## src/rtl/wb_arbiter.sv

```systemverilog
// wb_arbiter: writeback arbiter for the execution units (0 = multiplier, 1 = divider).
// Each requester has one result slot. Every cycle, unless the writeback port is blocked,
// one valid slot that is not being flushed is granted. That slot drives the registered
// OUT_* beat on the next edge.
//
// Configuration:
//   WB_ARB_FIXED_PRIO_EN  defined   -> the lowest valid index wins, and no rotating pointer exists
//                         undefined -> round-robin, starting at rr_ptr_q
//
// Ports:
//   clk, rst                 clock; synchronous active-high reset
//   IN_valid/result/tag/nmDst/sqN   per-requester result offer
//   OUT_stall                per-requester stall (combinational); requester holds its offer
//   IN_wbBlock               writeback port taken by a higher-priority unit this cycle
//   IN_branchTaken/branchSqN mispredict flush; younger sequence numbers are discarded
//   OUT_valid/result/tag/nmDst/sqN/src   registered writeback beat and its source index

module wb_arbiter #(
    parameter int unsigned NUM_REQ = 2,
    parameter int unsigned DATA_W  = 32,
    parameter int unsigned SQN_W   = 6,
    localparam int unsigned SRC_W  = (NUM_REQ > 1) ? $clog2(NUM_REQ) : 1
) (
    input  logic                           clk,
    input  logic                           rst,
    input  logic [NUM_REQ-1:0]             IN_valid,
    input  logic [NUM_REQ-1:0][DATA_W-1:0] IN_result,
    input  logic [NUM_REQ-1:0][SQN_W-1:0]  IN_tag,
    input  logic [NUM_REQ-1:0][4:0]        IN_nmDst,
    input  logic [NUM_REQ-1:0][SQN_W-1:0]  IN_sqN,
    output logic [NUM_REQ-1:0]             OUT_stall,
    input  logic                           IN_wbBlock,
    input  logic                           IN_branchTaken,
    input  logic [SQN_W-1:0]               IN_branchSqN,
    output logic                           OUT_valid,
    output logic [DATA_W-1:0]              OUT_result,
    output logic [SQN_W-1:0]               OUT_tag,
    output logic [4:0]                     OUT_nmDst,
    output logic [SQN_W-1:0]               OUT_sqN,
    output logic [SRC_W-1:0]               OUT_src
);

    // True when s is younger than the mispredicted branch. The modular difference is
    // read as signed, so the test stays correct when sequence numbers wrap.
    function automatic logic is_flushed(input logic [SQN_W-1:0] s,
                                        input logic             taken,
                                        input logic [SQN_W-1:0] branch_sqn);
        logic [SQN_W-1:0] diff;
        diff = s - branch_sqn;
        return taken && !diff[SQN_W-1] && (diff != '0);
    endfunction

    logic [NUM_REQ-1:0]             slot_valid_q;
    logic [NUM_REQ-1:0][DATA_W-1:0] slot_result_q;
    logic [NUM_REQ-1:0][SQN_W-1:0]  slot_tag_q;
    logic [NUM_REQ-1:0][4:0]        slot_nm_dst_q;
    logic [NUM_REQ-1:0][SQN_W-1:0]  slot_sqn_q;
`ifndef WB_ARB_FIXED_PRIO_EN
    logic [SRC_W-1:0]               rr_ptr_q;
`endif

    logic [NUM_REQ-1:0] slot_flush;
    logic [NUM_REQ-1:0] eligible;
    logic [NUM_REQ-1:0] in_flush;
    logic [NUM_REQ-1:0] grant;
    logic [NUM_REQ-1:0] capture;
    logic               grant_any;
    logic [SRC_W-1:0]   grant_idx;
    logic [DATA_W-1:0]  sel_result;
    logic [SQN_W-1:0]   sel_tag;
    logic [4:0]         sel_nm_dst;
    logic [SQN_W-1:0]   sel_sqn;

    always_comb begin
        slot_flush = '0;
        eligible   = '0;
        in_flush   = '0;
        grant      = '0;
        capture    = '0;
        grant_any  = 1'b0;
        grant_idx  = '0;
        sel_result = '0;
        sel_tag    = '0;
        sel_nm_dst = '0;
        sel_sqn    = '0;
        OUT_stall  = '0;

        for (int i = 0; i < NUM_REQ; i++) begin
            slot_flush[i] = slot_valid_q[i] &&
                            is_flushed(slot_sqn_q[i], IN_branchTaken, IN_branchSqN);
            eligible[i]   = slot_valid_q[i] && !slot_flush[i];
            in_flush[i]   = is_flushed(IN_sqN[i], IN_branchTaken, IN_branchSqN);
        end

        if (!IN_wbBlock) begin
`ifdef WB_ARB_FIXED_PRIO_EN
            for (int i = 0; i < NUM_REQ; i++) begin
                if (!grant_any && eligible[i]) begin
                    grant_any = 1'b1;
                    grant_idx = SRC_W'(i);
                end
            end
`else
            // First pass covers rr_ptr..NUM_REQ-1, and the second pass wraps to 0..rr_ptr-1.
            for (int i = 0; i < NUM_REQ; i++) begin
                if (!grant_any && eligible[i] && (i >= int'(rr_ptr_q))) begin
                    grant_any = 1'b1;
                    grant_idx = SRC_W'(i);
                end
            end
            for (int i = 0; i < NUM_REQ; i++) begin
                if (!grant_any && eligible[i] && (i < int'(rr_ptr_q))) begin
                    grant_any = 1'b1;
                    grant_idx = SRC_W'(i);
                end
            end
`endif
        end

        for (int i = 0; i < NUM_REQ; i++) begin
            grant[i] = grant_any && (grant_idx == SRC_W'(i));
            if (grant[i]) begin
                sel_result = slot_result_q[i];
                sel_tag    = slot_tag_q[i];
                sel_nm_dst = slot_nm_dst_q[i];
                sel_sqn    = slot_sqn_q[i];
            end
            OUT_stall[i] = !rst && slot_valid_q[i] && !grant[i];
            capture[i]   = IN_valid[i] && !OUT_stall[i] && !in_flush[i];
        end
    end

    always_ff @(posedge clk) begin
        if (rst) begin
            slot_valid_q <= '0;
`ifndef WB_ARB_FIXED_PRIO_EN
            rr_ptr_q     <= '0;
`endif
            OUT_valid    <= 1'b0;
            OUT_result   <= '0;
            OUT_tag      <= '0;
            OUT_nmDst    <= '0;
            OUT_sqN      <= '0;
            OUT_src      <= '0;
        end else begin
            for (int i = 0; i < NUM_REQ; i++) begin
                // Capturing wins over clearing, so a granted slot refills in the same cycle.
                if (capture[i]) begin
                    slot_valid_q[i]  <= 1'b1;
                    slot_result_q[i] <= IN_result[i];
                    slot_tag_q[i]    <= IN_tag[i];
                    slot_nm_dst_q[i] <= IN_nmDst[i];
                    slot_sqn_q[i]    <= IN_sqN[i];
                end else if (grant[i] || slot_flush[i]) begin
                    slot_valid_q[i]  <= 1'b0;
                end
            end

            OUT_valid <= grant_any;
            if (grant_any) begin
                OUT_result <= sel_result;
                OUT_tag    <= sel_tag;
                OUT_nmDst  <= sel_nm_dst;
                OUT_sqN    <= sel_sqn;
                OUT_src    <= grant_idx;
`ifndef WB_ARB_FIXED_PRIO_EN
                if (grant_idx == SRC_W'(NUM_REQ - 1)) begin
                    rr_ptr_q <= '0;
                end else begin
                    rr_ptr_q <= grant_idx + 1'b1;
                end
`endif
            end
        end
    end

endmodule
```

## config.mk

```make
export PLATFORM = sky130hd
export DESIGN_NAME = wb_arbiter
export DESIGN_NICKNAME = d
export VERILOG_FILES = /design/src/rtl/wb_arbiter.sv
export SDC_FILE = /design/constraint.sdc
export NUM_CORES = 1
export LEC_CHECK = 0
export CAP_MARGIN = 20
export CORE_AREA = 2 2 143 131
export CTS_CLUSTER_SIZE = 10
export DETAILED_ROUTE_END_ITERATION = 10
export DIE_AREA = 0 0 145 133
export PLACE_DENSITY = 0.58
export SYNTH_ARGS = -nofsm -noshare
export SYNTH_HDL_FRONTEND = slang
export SYNTH_SLANG_ARGS = --single-unit
```

## constraint.sdc

```tcl
create_clock -name clk -period 8.8 [get_ports clk]
set_input_delay 1.76 -clock clk [delete_from_list [all_inputs] [get_ports clk]]
set_output_delay 1.76 -clock clk [all_outputs]
set_load 0.01 [all_outputs]
```

Word level (Yosys, flattened, before mapping) --
Index checks and enable logic that the tools add are counted. W data, S select, Z words.
Storage, ports and cells: register bits 152, bits of input ports 110, logic and storage cells 99
Cells by class: add/sub/neg operators 5, order comparisons 2, muxes and demuxes 22, bitwise operators 2, reductions and logical operators 51
Operators with widths (number):
- $mux W32 | 2
- $logic_and A1 B1 Y1 | 26
- $mux W6 | 4
- $reduce_bool A6 Y1 | 4
- $sub A6 B6 Y6 | 4
- $logic_not A1 Y1 | 15
- $mux W1 | 14
- $mux W5 | 2
- $reduce_and A2 Y1 | 2
- $reduce_bool A2 Y1 | 2
- $logic_or A1 B1 Y1 | 2
- $not A1 Y1 | 2
- $add A1 B1 Y1 const B | 1
- $ge A1 B1 Y1 const A | 1
- $lt A1 B1 Y1 const A | 1

Depth between registers and ports, before layout --
Gate-level depths: netlist of run 1.
depth in word-level cells 27, gate-level depth with buffers 13, gate-level depth less buffers 11

Worst setup path after synthesis of run 1 --
OpenSTA, ideal clock, no wires.
path type input -> register, start input port IN_branchSqN[0], end register slot_nm_dst_q[5] in the netlist's numbering, enable pin, data arrival time 7370 ps, data required time 8264 ps, setup slack 894 ps, cell stages on the path 10, cells stage by stage ha_1 inv_1 fa_1 a21o_1 a21oi_1 xor2_1 a41oi_1 a211oi_1 or3_1 a221oi_1
Between the ends: word-level cells in the longest chain between the ends 26
Ends and longest elaborated chain:
- start: declaration | RTL line 34 | input logic [SQN_W-1:0] IN_branchSqN,
- branches (longest 24 deep; another with $sub A6 B6 Y6)
- $logic_and A1 B1 Y1 (*) | RTL line 129 | capture[i] = IN_valid[i] && !OUT_stall[i] && !in_flush[i];
- $reduce_and A2 Y1 (no line) (*)
- end signal: indexed assignment | RTL line 152 | slot_nm_dst_q[i] <= IN_nmDst[i];
- end: declaration | RTL line 56 | logic [NUM_REQ-1:0][4:0] slot_nm_dst_q;
Every way passes the cells marked *. The select of a mux whose other input is x is not followed. A chain may end at the register's enable or synchronous reset.

Worst setup path in the final report of run 1 --
start input port IN_branchSqN[1], end output port OUT_stall[0]
Between the ends: word-level cells in the longest chain between the ends 23
Ends and longest elaborated chain:
- branches (longest 20 deep; another with $sub A6 B6 Y6)
- $logic_and A1 B1 Y1 (*) | RTL line 121 | grant[i] = grant_any && (grant_idx == SRC_W'(i));
- $logic_not A1 Y1 (*) | RTL line 128 | OUT_stall[i] = !rst && slot_valid_q[i] && !grant[i];
- $logic_and A1 B1 Y1 (*) | RTL line 128
- end: declaration | RTL line 31 | output logic [NUM_REQ-1:0] OUT_stall,
Marks and branches as above.

==> metrics.cfg, run 1 <==
[routing]
drtIter0Drc=313
drt-pass1-iter-count=4
routed-wl-met2_um=8990
top_layer_used=met4
wl_met1_um=7820
antenna_left=0
dr_total_vias=4938
post_drt_wl_per_cell_um=19.4
drc=0
wl_met3_um=1060
vias_per_cell=5.30
wirelength_um=18100

[sta]
slew_headroom_pct=25.7
finalHoldViolations=0
skew_ns=0.0138
worst_pin_slew_ns=1.11
fmax_mhz=137
drv_slew=0
period_share_pct=82.9
setup_viol=0
rsz0062_at_grt=false
post-route-min-period_ns=7.29
tns_ns=0

[finish]
drive_gt1_share_pct=7.73
utilization_pct=49.6
area_delta_synth_final_pct=37.9
nNetsFinal=807
stdcell_count=931
n_antenna_cell=0

[cts]
clk_pin_slew_ns=0.06
post_cts_buffers=0
numCtsBuffers=17
cts.sinks=152
cts_buffer_depth=2
cts_hold_buffers=0
cts_root_buffer=clkbuf_16
cts_resized=0
htree_levels=4
insertion_delay_ns=0.43
cts_tree=yes

[logic_synthesis]
ys.flop_type=edfxtp_1
syn_area_per_cell_um2=12.2
synth_area_um2=6460
synth_nets=662
muxShareOfSynthArea_pct=0.484
synth_most_common_cell=edfxtp_1
synth-simple-area-share_pct=10.7
yosys-top-cells-area=edfxtp_1 46%, dfxtp_1 17%, a311oi_1 6.5%, o21ai_0 4.3%, nor3_1 4.0%
synthXorXnorAreaFrac_pct=2.17
yosys_warnings=0
synth_seq_cells=152
synthAdderAreaFrac_pct=5.12
synthDistinctLibCells=48
async_flop_share_pct=0
synth.top_cell.area_share_pct=45.6
synth-edff-count=98
synth_common_cells=98 x edfxtp_1, 55 x o21ai_0, 54 x dfxtp_1
yosysSeqAreaShare_pct=62.3
synth_cells=528
yosysTopAreaCell=edfxtp_1
synth_top_family_by_area=compound AO/OA/AOI/OAI gates
synth_compound_area_share_pct=15.3

[hold_path]
min_from=slot_result_q[58]
hp-class=reg2reg

[worst_setup_path]
crit_buf_inv=3
cp-startpoint=IN_branchSqN[1]
crit_family=compound AO/OA/AOI/OAI gates
cp_data_required_time_ns=7.04
cpPeakStageDelay_ns=0.67
cp_cell_sequence=clkdlybuf4s50_1 -> inv_1 -> fa_1 -> a21o_1 -> a21oi_1 -> xor2_1 -> a41oi_1 -> a21oi_1 -> a211oi_1 -> clkdlybuf4s50_1
worstSetupStartpointType=input port
worst-setup-path-type=in2out
worstPathArrival_ns=5.53
reg2reg_from=slot_sqn_q[6]
cp_slowest_cell=clkdlybuf4s50_1
end_kind=output port
path_max_fanout=6

[power_and_ir_drop]
p_per_area_nw_per_um2=217
leakagePower_uw=0.00298
peakVddDrop_mv=0.115

[outcome]
status=completed

[floorplanning]
floorplan.rows=47
die_y_um=133
start_util_pct=36.0
die_area_um2=19300
die_w_um=145
pin_count=163
core_um2=17900

[global_routing]
grt_overflow_total=0
antenna_found_initial=0
grt_pass1_vias=4948
grt_max_degree=103
grt_usage_pct=18.6
grt_pass1_wl_um=27800

[placement]
dp_hpwl_um=11200
io_buffers=162
place_inst=898
gp_congestion=0.858

[run]
drv_cap=0

registers in the layout (all words and copies together), names as in the netlist:
register / cells
slot_result_q: 64
OUT_result: 32
slot_sqn_q: 12
slot_tag_q: 12
slot_nm_dst_q: 10
OUT_sqN: 6
OUT_tag: 6
OUT_nmDst: 5
slot_valid_q: 2
OUT_src: 1
OUT_valid: 1
rr_ptr_q: 1
layout make-up:
class | instances | area, um2
Fill cell | 1597 | 9030
Sequential cell | 152 | 4020
Multi-Input combinational cell | 316 | 2250
Timing Repair Buffer | 169 | 1690
Clock buffer | 19 | 433
Tap cell | 245 | 307
Clock inverter | 13 | 133
Inverter | 17 | 63.8
cell families after synthesis:
kind of cell | after synthesis
multiplexers | 3
AO/OA/AOI/OAI | 140
XOR/XNOR | 16
flip-flops | 152
buffers and inverters | 60
AND/OR/NAND/NOR | 133
adder cells (fa/ha/maj) | 24
per-layer routing:
metal	GRT usage (%)	vias up
met4	5.01	0
li1	-	2332
met1	22.9	2406
met2	32.1	182
met3	5.45	18
met5	0	-
worst min-delay path, delay by kind of cell (launching register included):
kind | cells | cell delay, ns
flops | 1 | 0.35
simple gates | 1 | 0.07
compound gates | 1 | 0.08
cell usage in the layout, fill, tap and decap left out, types with 2 or more instances in the layout:
master | Yosys | final
a211oi_1 | 4 | 2
a211oi_4 | 0 | 2
a21o_1 | 5 | 5
a21oi_1 | 11 | 11
a311oi_1 | 48 | 48
and3_1 | 2 | 2
buf_12 | 0 | 2
buf_4 | 0 | 5
bufinv_16 | 0 | 2
clkbuf_1 | 27 | 2
clkbuf_16 | 0 | 17
clkdlybuf4s50_1 | 0 | 161
clkinv_2 | 0 | 4
clkinv_4 | 0 | 3
clkinvlp_4 | 0 | 3
dfxtp_1 | 54 | 54
edfxtp_1 | 98 | 98
fa_1 | 4 | 4
ha_1 | 20 | 20
inv_1 | 17 | 17
mux2i_1 | 2 | 2
nand2_1 | 2 | 2
nand2b_1 | 5 | 5
nand3_1 | 49 | 49
nor2_1 | 9 | 8
nor2b_1 | 6 | 6
nor3_1 | 52 | 52
o21ai_0 | 55 | 55
or2_2 | 2 | 2
xnor2_1 | 9 | 9
xor2_1 | 7 | 7
power breakdown:
part	switching (uW)	leakage (uW)	total, uW	internal (uW)
clock	287	0.000270	702	415
sequential	30.4	0.00135	858	828
combinational	193	0.00136	367	174
through the flow:
step                total power (uW)  worst slack (ns)  instance area, um2  hold WS (ns)
CTS                             1940              1.51                8880         0.550
global route                    2010              1.28                8900         0.570
detailed placement              1240              1.53                8320         0.546
floorplan                       1060             0.894                6460         0.526
global placement                1230              1.58                8300         0.537
finish                          1930              1.51                8900         0.547
path summary, 6_finish.rpt:
kind	to	slack [ns]	depth (start not counted)
setup / recovery	OUT_stall[0]	1.51	10
hold / removal	OUT_result[26]	0.55	2
setup reg to reg	OUT_result[19]	4.73	11
hold reg to reg	OUT_result[26]	0.55	2
(Power assumes the default switching activity.)
==> run 2, diff against run 1 <==
==> constraint.sdc (replaced) <==
create_clock -name clk -period 7.45 [get_ports clk]
set_input_delay 1.49 -clock clk [delete_from_list [all_inputs] [get_ports clk]]
set_output_delay 1.49 -clock clk [all_outputs]
set_load 0.01 [all_outputs]
==> run 2 against run 1 <==
  * Clock skew decreased by 0.00098 ns
  * Highest routed layer unchanged
  * Sequential share of layout area decreased by 0.26 points
  * First-iteration DRC count increased by 6.4%
  * Critical path depth increased by 1
  * Combinational power increased by 20%
==> metrics.cfg, run 2 (same netlist as run 1, synthesis figures left out) <==
[floorplanning]
core_um2=17900  ; unchanged
start_util_pct=36.0  ; unchanged
die_area_um2=19300  ; unchanged
die_y_um=133  ; unchanged
die_w_um=145  ; unchanged
pin_count=163  ; unchanged
floorplan.rows=47  ; unchanged

[power_and_ir_drop]
p_per_area_nw_per_um2=260  ; +20%
leakagePower_uw=0.00301  ; +0.74%
peakVddDrop_mv=0.143  ; +24%

[finish]
nFillCells=1553  ; -2.8%
layout_common_cells=161 x clkdlybuf4s50_1, 98 x edfxtp_1, 55 x o21ai_0
drive_gt1_share_pct=7.99  ; +0.27 points
nNetsFinal=809  ; +0.25%
area_delta_synth_final_pct=38.7
top_register=slot_result_q
final_common_cell=clkdlybuf4s50_1
utilization_pct=49.9  ; +0.29 points
reg_top3=slot_result_q x64, OUT_result x32
largest_register_ffs=64  ; unchanged
n_antenna_cell=0  ; unchanged

[routing]
wl_met3_um=928  ; -12%
wirelength_um=18100  ; about the same
drtIter0Drc=333  ; +6.4%
top_layer_used=met4
vias_per_cell=5.30  ; about the same
antenna_left=0  ; unchanged
drc=0  ; unchanged
wl_met1_um=8200  ; +4.9%
routed-wl-met2_um=8660  ; -3.6%
drt-pass1-iter-count=4  ; unchanged
post_drt_wl_per_cell_um=19.4  ; -0.27%
dr_total_vias=4948  ; +0.20%

[cts]
cts.sinks=152  ; unchanged
insertion_delay_ns=0.42  ; about the same
cts_resized=0  ; unchanged
htree_levels=4  ; unchanged
clk_pin_slew_ns=0.06  ; about the same
cts_tree=yes
post_cts_buffers=0  ; unchanged
cts_root_buffer=clkbuf_16
cts_hold_buffers=0  ; unchanged
numCtsBuffers=17  ; unchanged
cts_buffer_depth=2  ; unchanged

[worst_setup_path]
reg2reg_to=slot_result_q[34]
reg2reg_from=slot_sqn_q[0]
end_kind=output port
worst-setup-path-type=in2out
path_max_fanout=5  ; -1
worstPathArrival_ns=5.19  ; -0.34 ns
worst-r2r-setup-slack_ns=3.39  ; -1.34 ns
cp_data_required_time_ns=5.96  ; -1.08 ns
worstSetupStartpointType=input port
rr_worst_depth=12  ; +1

[sta]
post-route-min-period_ns=6.68
period_share_pct=89.6
skew_ns=0.0128  ; -0.000977 ns
worst_pin_slew_ns=1.08  ; -0.0296 ns
drv_slew=0  ; unchanged
finalHoldViolations=0  ; unchanged
slew_headroom_pct=27.7  ; +2.0 points
fmax_mhz=150
rsz0062_at_grt=false
tns_ns=0  ; unchanged
setup_viol=0  ; unchanged

[global_routing]
grt_overflow_total=0  ; unchanged
antenna_found_initial=0  ; unchanged
grt_pass1_vias=4937  ; -0.22%
grt_max_degree=102  ; -0.97%
grt_usage_pct=18.5  ; -0.083 points
grt_pass1_wl_um=27700  ; -0.37%

[hold_path]
min_to=OUT_result[30]
min_from=slot_result_q[30]
hp-class=reg2reg
hold_depth=2  ; unchanged

[placement]
io_buffers=162  ; unchanged
dp_hpwl_um=11000  ; -1.8%
gp_congestion=0.849  ; -1.1%

[outcome]
status=completed

[run]
drv_cap=0  ; unchanged

==> run 2: changes by cell type in the layout (fill, tap and decap cells not counted) <==
cell / previous run / this run
clkinv_2: 4 / 0
inv_6: 0 / 3
buf_4: 5 / 7
bufinv_16: 2 / 3
==> run 2: worst max-delay path by stage <==
stage / start / to / cells after the start
3_3_place_gp: IN_branchSqN[1] / OUT_stall[0] / 10
5_1_grt: IN_branchSqN[1] / OUT_stall[0] / 10
2_1_floorplan: IN_branchSqN[0] / slot_nm_dst_q[5] / 10
3_5_place_dp: IN_branchSqN[1] / OUT_stall[0] / 10
4_1_cts: IN_branchSqN[0] / OUT_stall[0] / 11
6_report: IN_branchSqN[0] / OUT_stall[0] / 11
==> run 2: final cells by class <==
| cell class | count | area [um2] | share of cell area, % |
|---|---|---|---|
| clock buffer | 19 | 433 | 4.84 |
| tap | 245 | 307 | 3.42 |
| clock inverter | 13 | 169 | 1.89 |
| timing repair buffer | 171 | 1710 | 19.1 |
| multi-input combinational | 316 | 2250 | 25.1 |
| inverter | 17 | 63.8 | 0.713 |
| sequential | 152 | 4020 | 44.9 |
==> run 2: power breakdown <==
part,leakage [uW],switching [uW],internal (uW),total [uW]
clock,0.000282,342,530,872
combinational,0.00137,233,208,441
sequential,0.00135,35.2,978,1010
==> run 2: stage by stage <==
step	hold WS, ns	setup slack [ns]	cells	cell area, um2	power, uW
2_1_floorplan	0.526	1.49	528	6460	1250
3_3_place_gp	0.538	0.852	899	8310	1460
3_5_place_dp	0.546	0.781	899	8310	1470
4_1_cts	0.557	0.776	931	8910	2340
5_1_grt	0.575	0.597	933	8950	2420
6_report	0.550	0.772	933	8950	2330
==> run 2: worst max-delay path: stages <==
cell and delay (ns):
clkdlybuf4s50_1 0.58, ha_1 0.20, inv_1 0.07, fa_1 0.40, a21o_1 0.21, a21oi_1 0.17, xor2_1 0.08, a41oi_1 0.60
a21oi_1 0.14, a211oi_1 0.59, clkdlybuf4s50_1 0.66
==> run 2: layer usage <==
| metal | global-route usage (%) | vias to the layer above |
|---|---|---|
| li1 | - | 2340 |
| met1 | 24.1 | 2413 |
| met2 | 30.6 | 178 |
| met3 | 3.62 | 17 |
| met4 | 7.48 | 0 |
| met5 | 0 | - |
==> run 3, diff against run 2 <==
--- a/config.mk
+++ b/config.mk
@@ -6,11 +6,12 @@
 export NUM_CORES = 1
 export LEC_CHECK = 0
 export CAP_MARGIN = 20
-export CORE_AREA = 2 2 143 131
+export CORE_AREA = 2 2 147 134
 export CTS_CLUSTER_SIZE = 10
 export DETAILED_ROUTE_END_ITERATION = 10
-export DIE_AREA = 0 0 145 133
-export PLACE_DENSITY = 0.58
+export DIE_AREA = 0 0 149 136
+export PLACE_DENSITY = 0.56
 export SYNTH_ARGS = -nofsm -noshare
 export SYNTH_HDL_FRONTEND = slang
 export SYNTH_SLANG_ARGS = --single-unit
+export TNS_END_PERCENT = 100
==> run 3 against run 2 <==
  * Non-clock buffer count unchanged
  * Critical path type unchanged
  * Sequential share of layout area decreased by 0.24 points
  * Largest power group unchanged
  * Critical endpoint is now OUT_stall[1]
  * Highest routed layer unchanged
  * Clock skew decreased by 0.0031 ns
  * Design area increased by 0.53%
==> metrics.cfg, run 3 (same netlist as run 1, synthesis figures left out) <==
[finish]
stdcell_count=937  ; +0.43%
drive_gt1_share_pct=7.71  ; -0.28 points
final_common_cell=clkdlybuf4s50_1
regArea_um2=4020  ; unchanged
n_antenna_cell=0  ; unchanged
multi_input_area_um2=2250  ; unchanged
area_delta_synth_final_pct=39.4
nFillCells=1683  ; +8.4%
top_register=slot_result_q
reg_top3=slot_result_q x64, OUT_result x32
largest_register_ffs=64  ; unchanged
nNetsFinal=809  ; unchanged
layout_common_cells=161 x clkdlybuf4s50_1, 98 x edfxtp_1, 55 x o21ai_0

[cts]
cts_root_buffer=clkbuf_16
cts_buffer_depth=2  ; unchanged
post_cts_buffers=0  ; unchanged
htree_levels=4  ; unchanged
cts_resized=0  ; unchanged
insertion_delay_ns=0.42  ; about the same
cts_hold_buffers=0  ; unchanged
clk_pin_slew_ns=0.06  ; about the same
cts_tree=yes
numCtsBuffers=17  ; unchanged
cts.sinks=152  ; unchanged

[sta]
drv_slew=0  ; unchanged
finalHoldViolations=0  ; unchanged
fmax_mhz=153  ; +2.1%
rsz0062_at_grt=false
period_share_pct=87.8  ; -1.8 points
post-route-min-period_ns=6.54  ; -0.136 ns
setup_viol=0  ; unchanged
slew_headroom_pct=28.0  ; +0.27 points
worst_pin_slew_ns=1.08  ; -0.00408 ns
tns_ns=0  ; unchanged
skew_ns=0.00972  ; -0.00311 ns

[worst_setup_path]
worstPathArrival_ns=5.05  ; -0.14 ns
cp-endpoint=OUT_stall[1]
path_max_fanout=6  ; +1
worst-r2r-setup-slack_ns=3.40  ; about the same
cp_num_cells=11  ; unchanged
end_kind=output port
cp_slowest_cell=a41oi_1
reg2reg_from=slot_sqn_q[0]
crit_family=buffers and inverters
cpPeakStageDelay_ns=0.62  ; -0.04 ns
reg2reg_to=slot_result_q[35]
worstSetupStartpointType=input port
rr_worst_depth=12  ; unchanged
cpMostUsedCell=clkdlybuf4s50_1
cp_data_required_time_ns=5.96  ; about the same
worst-setup-path-type=in2out
crit_buf_inv=3  ; unchanged
cp_cell_sequence=clkdlybuf4s50_1 -> inv_1 -> fa_1 -> a21o_1 -> a21oi_1 -> xor2_1 -> a41oi_1 -> a211oi_4 -> or3_1 -> and3_1 -> clkdlybuf4s50_1
cp-startpoint=IN_branchSqN[1]

[placement]
io_buffers=162  ; unchanged
gp_congestion=0.772  ; -9.0%
dp_hpwl_um=11000  ; -0.33%
place_inst=905  ; +0.67%

[floorplanning]
start_util_pct=34.2  ; -1.8 points
die_area_um2=20300  ; +5.1%
die_w_um=149  ; +2.8%
pin_count=163  ; unchanged
die_y_um=136  ; +2.3%
core_um2=18900  ; +5.1%
floorplan.rows=48  ; +2.1%

[global_routing]
antenna_found_initial=0  ; unchanged
grt_pass1_wl_um=26900  ; -2.7%
grt_overflow_total=0  ; unchanged
grt_pass1_vias=4755  ; -3.7%
grt_max_degree=102  ; unchanged
grt_usage_pct=17.7  ; -0.79 points

[run]
drv_cap=0  ; unchanged

[outcome]
status=completed

[power_and_ir_drop]
leakagePower_uw=0.00304  ; +0.98%
p_per_area_nw_per_um2=268  ; +3.1%
peakVddDrop_mv=0.131  ; -8.1%

[routing]
post_drt_wl_per_cell_um=19.2  ; -0.56%
drt-pass1-iter-count=4  ; unchanged
antenna_left=0  ; unchanged
dr_total_vias=4879  ; -1.4%
wirelength_um=18000  ; -0.13%
drtIter0Drc=279  ; -16%
vias_per_cell=5.21  ; -1.8%
drc=0  ; unchanged

[hold_path]
hp-class=reg2reg

## run 3: cell types whose count changed in the layout (fill, tap and decap cells not counted)
cell,before,now
buf_4,7,8
clkinvlp_4,3,0
bufinv_16,3,6
buf_12,2,1
clkbuf_1,2,3
clkinv_4,3,2
inv_6,3,2
## run 3: per-stage QoR
step / worst slack, ns / hold WS, ns / power, uW / instance area [um2] / utilization, %
after floorplan: 1.49 / 0.526 / 1250 / 6460 / -
after global placement: 1.03 / 0.537 / 1450 / 8330 / 44.1
after detailed placement: 0.902 / 0.543 / 1460 / 8330 / 44.1
after CTS: 0.902 / 0.554 / 2430 / 8980 / 47.6
after global routing: 0.748 / 0.573 / 2520 / 9000 / 47.7
final: 0.908 / 0.548 / 2410 / 9000 / 47.7
## run 3: cell type report
| type | instances | share of cell area (%) |
|---|---|---|
| Tap cell | 250 | 3.48 |
| Timing Repair Buffer | 171 | 18.8 |
| Sequential cell | 152 | 44.7 |
| Inverter | 17 | 0.709 |
| Clock inverter | 11 | 2.43 |
| Clock buffer | 20 | 4.85 |
| Multi-Input combinational cell | 316 | 25.0 |
## run 3: worst min-delay path by stage
stage | startpoint | end | cells past startpoint
3_5_place_dp | slot_result_q[38] | OUT_result[6] | 2
5_1_grt | slot_result_q[59] | OUT_result[27] | 2
2_1_floorplan | slot_result_q[30] | OUT_result[30] | 2
6_report | slot_result_q[11] | OUT_result[11] | 2
3_3_place_gp | slot_nm_dst_q[5] | OUT_nmDst[0] | 2
4_1_cts | slot_result_q[11] | OUT_result[11] | 2
## run 3: metal layers
| metal | routed length, um | track usage [%] | vias up | part of all wire, % |
|---|---|---|---|---|
| li1 | - | - | 2340 | - |
| met5 | 0 | 0 | - | 0 |
| met2 | 8480 | 27.8 | 170 | 47 |
| met4 | 499 | 7.04 | 0 | 2.8 |
| met1 | 8130 | 23.9 | 2336 | 45 |
| met3 | 925 | 4.16 | 33 | 5.1 |
## run 3: worst min-delay path: cells and delay by family, from the launching register on
family / cells / cell delay (ns)
compound gates: 2 / 0.15
flops: 1 / 0.35
## run 3: power breakdown
part | total, uW | internal (uW) | switching, uW | leakage [uW]
registers | 1010 | 978 | 34.0 | 0.00135
logic | 437 | 206 | 231 | 0.00137
clock network | 962 | 629 | 334 | 0.000317
